## config.mk

```make
export PLATFORM = sky130hd
export DESIGN_NAME = gpio_input_conditioner
export DESIGN_NICKNAME = d
export VERILOG_FILES = /design/src/rtl/gpio_cond_pkg.sv /design/src/rtl/gpio_input_conditioner_cell.sv /design/src/rtl/gpio_input_conditioner.sv
export SDC_FILE = /design/constraint.sdc
export NUM_CORES = 1
export LEC_CHECK = 0
export ABC_AREA = 0
export BUFFER_PORTS_ARGS = -buffer_cell sky130_fd_sc_hd__clkbuf_2
export CAP_MARGIN = 0
export CORE_ASPECT_RATIO = 0.8
export CORE_MARGIN = 5
export CORE_UTILIZATION = 40
export DETAILED_ROUTE_END_ITERATION = 16
export GPL_ROUTABILITY_DRIVEN = 0
export PLACE_DENSITY = 0.58
export SYNTH_ARGS = -nofsm -noshare
export SYNTH_HDL_FRONTEND = slang
export SYNTH_HIERARCHICAL = 1
export SYNTH_SLANG_ARGS = --single-unit
```

## constraint.sdc

```tcl
create_clock -name wb_clk_i -period 5.2 [get_ports wb_clk_i]
set_input_delay 0.52 -clock wb_clk_i [delete_from_list [all_inputs] [get_ports wb_clk_i]]
set_output_delay 0.52 -clock wb_clk_i [all_outputs]
set_load 0.05 [all_outputs]
```

## src/rtl/gpio_cond_pkg.sv

```systemverilog
// Shared defaults and helpers for the GPIO input conditioner.
package gpio_cond_pkg;

   localparam int unsigned DEFAULT_PRESCALE = 4;
   localparam int unsigned DEFAULT_STABLE   = 3;
   localparam int unsigned DEFAULT_CNT_W    = 4;

   function automatic int unsigned presc_width(input int unsigned prescale);
      return (prescale > 1) ? $clog2(prescale) : 1;
   endfunction

endpackage

```

## src/rtl/gpio_input_conditioner_cell.sv

```systemverilog
// One pin of the conditioner: stability counter, debounced level and edge pulses.
module gpio_debounce_cell
   import gpio_cond_pkg::*;
#(
   parameter int unsigned STABLE    = DEFAULT_STABLE,
   parameter int unsigned CNT_W     = DEFAULT_CNT_W,
   parameter bit          RESET_VAL = 1'b0
) (
   input  logic clk,
   input  logic rst_n,
   input  logic s2,
   input  logic oe,
   input  logic en,
   input  logic tick,
   output logic din,
   output logic rise,
   output logic fall
);

   localparam logic [CNT_W-1:0] CNT_LAST = CNT_W'(STABLE - 1);

   logic [CNT_W-1:0] cnt;
   logic [CNT_W-1:0] cnt_next;
   logic             din_next;

   always_comb begin
      din_next = din;
      cnt_next = cnt;
      if (oe) begin
         din_next = s2;
         cnt_next = '0;
      end else if (!en) begin
         din_next = din;
      end else if (s2 == din) begin
         cnt_next = '0;
      end else if (tick && cnt == CNT_LAST) begin
         din_next = s2;
         cnt_next = '0;
      end else if (tick) begin
         cnt_next = cnt + CNT_W'(1);
      end
   end

   // Edge pulses are registered alongside din so they line up with the level change.
   always_ff @(posedge clk or negedge rst_n) begin
      if (!rst_n) begin
         cnt  <= '0;
         din  <= RESET_VAL;
         rise <= 1'b0;
         fall <= 1'b0;
      end else begin
         cnt  <= cnt_next;
         din  <= din_next;
         rise <= din_next & ~din;
         fall <= ~din_next & din;
      end
   end

endmodule

```

## src/rtl/gpio_input_conditioner.sv

```systemverilog
// Pad-side input conditioner: per-pin synchroniser, shared debounce prescaler, filter cells.
module gpio_input_conditioner
   import gpio_cond_pkg::*;
#(
   parameter int unsigned N_PINS    = 32,
   parameter int unsigned PRESCALE  = DEFAULT_PRESCALE,
   parameter int unsigned STABLE    = DEFAULT_STABLE,
   parameter int unsigned CNT_W     = DEFAULT_CNT_W,
   parameter bit          RESET_VAL = 1'b0
) (
   input  logic              wb_clk_i,
   input  logic              wb_rst_ni,
   input  logic              en_i,
   input  logic [N_PINS-1:0] pad_i,
   input  logic [N_PINS-1:0] oe_i,
   output logic [N_PINS-1:0] din_o,
   output logic [N_PINS-1:0] rise_o,
   output logic [N_PINS-1:0] fall_o,
   output logic              tick_o
);

   localparam int unsigned     PW         = presc_width(PRESCALE);
   localparam logic [PW-1:0]   PRESC_LAST = PW'(PRESCALE - 1);

   logic [N_PINS-1:0] s1;
   logic [N_PINS-1:0] s2;
   logic [PW-1:0]     presc;
   logic              run;
   logic              tick;

   always_ff @(posedge wb_clk_i or negedge wb_rst_ni) begin
      if (!wb_rst_ni) begin
         s1 <= '0;
         s2 <= '0;
      end else begin
         s1 <= pad_i;
         s2 <= s1;
      end
   end

   // run keeps tick low while in reset even when PRESCALE=1 makes the compare constant.
   assign tick   = en_i & run & (presc == PRESC_LAST);
   assign tick_o = tick;

   always_ff @(posedge wb_clk_i or negedge wb_rst_ni) begin
      if (!wb_rst_ni) begin
         presc <= '0;
         run   <= 1'b0;
      end else begin
         run <= 1'b1;
         if (!en_i || presc == PRESC_LAST) begin
            presc <= '0;
         end else begin
            presc <= presc + PW'(1);
         end
      end
   end

   for (genvar i = 0; i < N_PINS; i++) begin : g_pin
      gpio_debounce_cell #(
         .STABLE    (STABLE),
         .CNT_W     (CNT_W),
         .RESET_VAL (RESET_VAL)
      ) u_cell (
         .clk   (wb_clk_i),
         .rst_n (wb_rst_ni),
         .s2    (s2[i]),
         .oe    (oe_i[i]),
         .en    (en_i),
         .tick  (tick),
         .din   (din_o[i]),
         .rise  (rise_o[i]),
         .fall  (fall_o[i])
      );
   end

endmodule
```

# After elaboration in Yosys (flattened, before gate mapping)
# Cells that the tools add are included.
[word_totals] wordCells=779 in_bits=67 out_inout_bits=97 register_bits=291
[classes] bitwise=130 n_mux=289 eq_ne=65 addsub=33 n_reduce_logical=130
[op_table] operator="two-way mux 4 bit" n=160
[op_table] operator="adder 4 x 1 -> 4 bit (second input constant)" n=32
[op_table] operator="== test 4 x 2 -> 1 bit (second input constant)" n=32
[op_table] operator="two-way mux 1 bit" n=128
[op_table] operator="nonzero test 4 bit" n=32
[op_table] operator="bitwise AND 1 bit" n=66
[op_table] operator="NOT 1 bit" n=64
[op_table] operator="AND reduction 2 bit" n=32
[op_table] operator="nonzero test 2 bit" n=32
[op_table] operator="== test 1 bit" n=32
[op_table] operator="logical AND 1 bit" n=32
[op_table] operator="adder 2 x 1 -> 2 bit (second input constant)" n=1
[op_table] operator="== test 2 bit (second input constant)" n=1
[op_table] operator="two-way mux 2 bit" n=1
[op_table] operator="zero test 1 bit" n=1
[op_table] operator="logical OR 1 bit" n=1

# Logic depth before layout (Yosys ltp)
[logic_depth] ltp_word=9 ltp_mapped=5 mapped_depth_nobuf=5

# Modules after synthesis
# Netlist, hierarchy kept.
[by_module_without_submodules] mod="gpio_debounce_cell" instances=32 area_each_um2=367.9 cells_per_inst=34 seq_area_each_um2=175.2
[by_module_without_submodules] mod="gpio_input_conditioner" instances=1 area_each_um2=1721.7 cells_per_inst=72 seq_area_each_um2=1676.6

# Worst setup path before layout
# No wires, ideal clock.
[synth_timing] path_type="reg-to-reg" startpoint="register presc[0]" endpoint="register g_pin[0].u_cell.cnt[2]" arrival_ps=2953 stages_incl_launch_ff=6 slack_ps=2147 required_ps=5099 setup_time_ps=101 n_path_buf=0 synth_period_minus_slack_ps=3053 path_cell_list="dfrtp_1 ha_1 and3_2 nand2_1 or4b_4 o32ai_1"
[synth_via] elab_chain_cells=7 word_cells_on_any_way=9 classes_between="eq/ne: 1; mux: 4; bitwise: 1; reduce/logical: 3"
[synth_rtl] item="start: declaration" line_no="gpio_input_conditioner.sv:27" text="logic [PW-1:0] presc;"
[synth_rtl] item="start signal: assignment" line_no="gpio_input_conditioner.sv:54" text="presc <= presc + PW'(1);"
[synth_rtl] item="== test 2 bit (*)" line_no="gpio_input_conditioner.sv:42" text="assign tick = en_i & run & (presc == PRESC_LAST);"
[synth_rtl] item="bitwise AND 1 bit (*)" line_no="gpio_input_conditioner.sv:42"
[synth_rtl] item="net tick_o" line_no="gpio_input_conditioner.sv:19" text="output logic tick_o"
[synth_rtl] item="logical AND 1 bit" line_no="gpio_input_conditioner_cell.sv:36" text="end else if (tick && cnt == CNT_LAST) begin"
[synth_rtl] item="two-way mux 4 bit" line_no="gpio_input_conditioner_cell.sv:36"
[synth_rtl] item="two-way mux 4 bit" line_no="gpio_input_conditioner_cell.sv:34" text="end else if (s2 == din) begin"
[synth_rtl] item="two-way mux 4 bit" line_no="gpio_input_conditioner_cell.sv:32" text="end else if (!en) begin"
[synth_rtl] item="two-way mux 4 bit" line_no="gpio_input_conditioner_cell.sv:29" text="if (oe) begin"
[synth_rtl] item="end signal: assignment" line_no="gpio_input_conditioner_cell.sv:52" text="cnt <= cnt_next;"
[synth_rtl] item="end: declaration" line_no="gpio_input_conditioner_cell.sv:22" text="logic [CNT_W-1:0] cnt;"
# Mark *: on every way through the listed nets, which the timed path passes. The rest lies on a longest branch. The select of a mux whose other input is x is not followed.
# A chain may end at the register's enable or synchronous reset.

# Worst setup path after layout
[layout_timing] startpoint="input port en_i" endpoint="output port tick_o"
[layout_via] elab_chain_cells=2
[layout_rtl] item="start: declaration" line_no="gpio_input_conditioner.sv:13" text="input logic en_i,"
[layout_rtl] item="bitwise AND 1 bit (2 in series)" line_no="gpio_input_conditioner.sv:42"
[layout_rtl] item="end: declaration" line_no="gpio_input_conditioner.sv:19"
# Every way passes these cells.

==> reports/qor.csv <==
stage,metric,value,unit
status,status,"finished, final reports clean",
synth,Yosys cell types,21,
cts,clk root buf,clkbuf_16,
placement,"worst slack, placed",1.88,ns
final_layout,Non-Filler Instances,1820,
synth,"FF+latch count, synth",291,
floorplan,die area,37500,um^2
routing,drt drc,0,
power,Power Density,341,nW/um^2
placement,DP Wirelength,17800,um
power,sequential share of power,43.7,%
synth,post-synth top area share,54.0,%
timing,Max-Slew Margin vs Limit,35.6,%
timing,Tcrit/Tclk final,55.3,%
timing,setup violators final,0,
grt,grt total ovfl,0,
setup_path,Worst Setup End Kind,primary output,
final_layout,Reg area,7280,um^2
setup_path,r2r startpoint,presc[0],
setup_path,Setup crit end,tick_o,
final_layout,most frequent cells in the layout,"dfrtp_1, clkbuf_2, inv_1, nor3b_1, nand2_1",
power,combinational power share,10.4,%
synth,synthesized area per cell,11.6,um^2
cts,H-tree levels,1,
grt,initial antenna violation count,0,
timing,maximum clock rate,0.348,GHz
timing,Setup WS post-layout,2.33,ns
floorplan,I/O pins,164,
timing,Min Hold Slack,0.0546,ns
floorplan,Core Area,33500,um^2
floorplan,die height,174,um
synth,Synthesis Warnings,6,
routing,post-DR vias/cell,5.03,
timing,Hold Fails Final Rpt,0,
synth,sequential share of the synthesized area,54.0,%
floorplan,Rows,60,
power,Clk pwr share,45.9,%
final_layout,area delta synth->final,19.5,%
timing,unrepaired setup endpoints after global routing,false,
routing,antenna-violating nets left,0,
setup_path,crit path launch type,primary input,
cts,clock buffer depth,3,
timing,Layout Skew,0.0168,ns
placement,IO buf count,163,
routing,DR WL/cell,14.7,um
setup_path,Worst Reg-to-Reg Cells,6,
setup_path,CP startpoint,en_i,
power,Leakage Power,6.84,nW
final_layout,multi-input logic area,5730,um^2
routing,WL final,26700,um
final_layout,"commonest non-fill, non-tap cell in the layout",dfrtp_1,
final_layout,Inserted Diodes,0,
timing,sum of negative setup slack,0,ns
final_layout,nets,1494,
synth,Syn Inst Count,1160,
cts,Worst-Skew Late Latency,0.56,ns
routing,detailed router's first-iteration violation count,564,
setup_path,crit path kind,in -> out,
grt,largest net degree at the start of global routing,129,
synth,Yosys top cell by area,dfrtp_1,
grt,first-pass GRT wire length,45600,um
floorplan,initial core utilization,40.3,%
setup_path,R2R Setup Slk,2.50,ns
cts,post-cts resize count,0,
synth,synthesized cell area,13500,um^2
cts,TritonCTS buffer count,31,
final_layout,Filler Cell Count,3047,
cts,hold_buf cts,0,
final_layout,share of cells above drive strength 1,23.2,%
timing,Slew Limit Fails,0,
synth,Synth area leaders,"dfrtp_1, ha_1, nor3b_1, o32ai_1, inv_1",
cts,# Post-CTS Setup Buffers,0,
grt,GRT Total Usage,14.1,%
placement,Inst Count DP,1763,
hold_path,worst min-delay path class,in -> async,
power,VDD IR max,0.232,mV
setup_path,reg-to-reg endpoint,g_pin[21].u_cell/cnt[2],
setup_path,crit-path max FO,71,
cts,clk sinks,291,
setup_path,Required @ worst endpoint,4.68,ns
power,sw frac,25.7,%
routing,DR vias,9159,
power,internal power,4.09,mW
grt,number of global-route vias before repair,9054,
synth,syn nets,1292,
power,Net Sw Power,1.41,mW
timing,Tightest Pin Transition,0.967,ns
cts,TritonCTS clock tree,yes,
timing,min Tclk post-route,2.87,ns
routing,router iterations before antenna repair,5,
cts,clk slew on worst S/H paths,0.06,ns
setup_path,CP Data Arrival Time,2.35,ns
floorplan,Die X,215,um
job,max cap viols,0,
-- layout make-up --
cell class	count	share of cell area (%)
Tap cell	434	3.37
Multi-Input combinational cell	741	35.6
Clock buffer	36	5.12
Inverter	128	2.98
Clock inverter	21	2.21
Sequential cell	291	45.2
Timing Repair Buffer	169	5.57
-- per-layer routing --
metal | vias up | track usage, % | share of wire (%)
li1 | 4535 | - | -
met1 | 4435 | 20.8 | 50
met2 | 156 | 21.3 | 43
met3 | 33 | 3.26 | 4.7
met4 | 0 | 3.04 | 1.9
met5 | - | 0 | 0
-- power by group through the flow --
stage | sequential [mW] | clock [mW] | combinational (mW)
after global routing | 2.42 | 2.72 | 0.626
final | 2.40 | 2.52 | 0.574
after floorplan | 2.62 | 0 | 0.189
after global placement | 2.45 | 0 | 0.578
after detailed placement | 2.45 | 0 | 0.582
after CTS | 2.41 | 2.62 | 0.583
-- metrics by stage --
stage          power [mW]  instance area, um^2  utilization [%]
2_1_floorplan        2.80                13500                -
3_3_place_gp         3.02                14900             44.6
3_5_place_dp         3.03                14900             44.6
4_1_cts              5.60                16100             48.1
5_1_grt              5.76                16100             48.1
6_report             5.50                16100             48.1
-- cells by family after synthesis --
kind of cell	share of synthesized area (%)
adders and majority gates	6.03
muxes	5.04
DFF	54.0
AOI/OAI and AO/OA	11.6
buffers and inverters	3.56
and+or+nand+nor	15.6
xor gates and xnor gates	4.15
other	0.0278
-- how the worst min path moves through the flow --
stage / cells after the start / endpoint
final: 1 / g_pin[29].u_cell/fall
after global routing: 1 / s1[1]
after CTS: 1 / s1[11]
after detailed placement: 0 / s2[0]
after global placement: 0 / s2[13]
after floorplan: 0 / g_pin[0].u_cell/cnt[0]
-- critical path, cell delays in order --
cell,delay (ns)
buf_4,0.52
and3_4,0.87
clkbuf_2,0.41
-- cells in the mapped netlist --
cell type	number
and3_2	1
o32ai_1	64
o22ai_2	32
nand3_1	64
ha_1	65
nor2_1	64
inv_1	128
dfrtp_1	291
mux2i_1	32
or4b_4	32
nor3b_2	1
conb_1	1
a21oi_1	32
a21boi_0	32
and3b_1	1
xor2_1	32
a31oi_1	32
nor3b_1	96
nand2_1	96
mux2_2	32
xnor2_1	32
-- flip-flops by register name, indices dropped and copies added, names as in the netlist --
| register | cells |
|---|---|
| g_pin.u_cell/fall | 32 |
| presc | 2 |
| run | 1 |
| s2 | 32 |
| s1 | 32 |
| g_pin.u_cell/din | 32 |
| g_pin.u_cell/cnt | 128 |
| g_pin.u_cell/rise | 32 |
(Power assumes the default switching activity.)
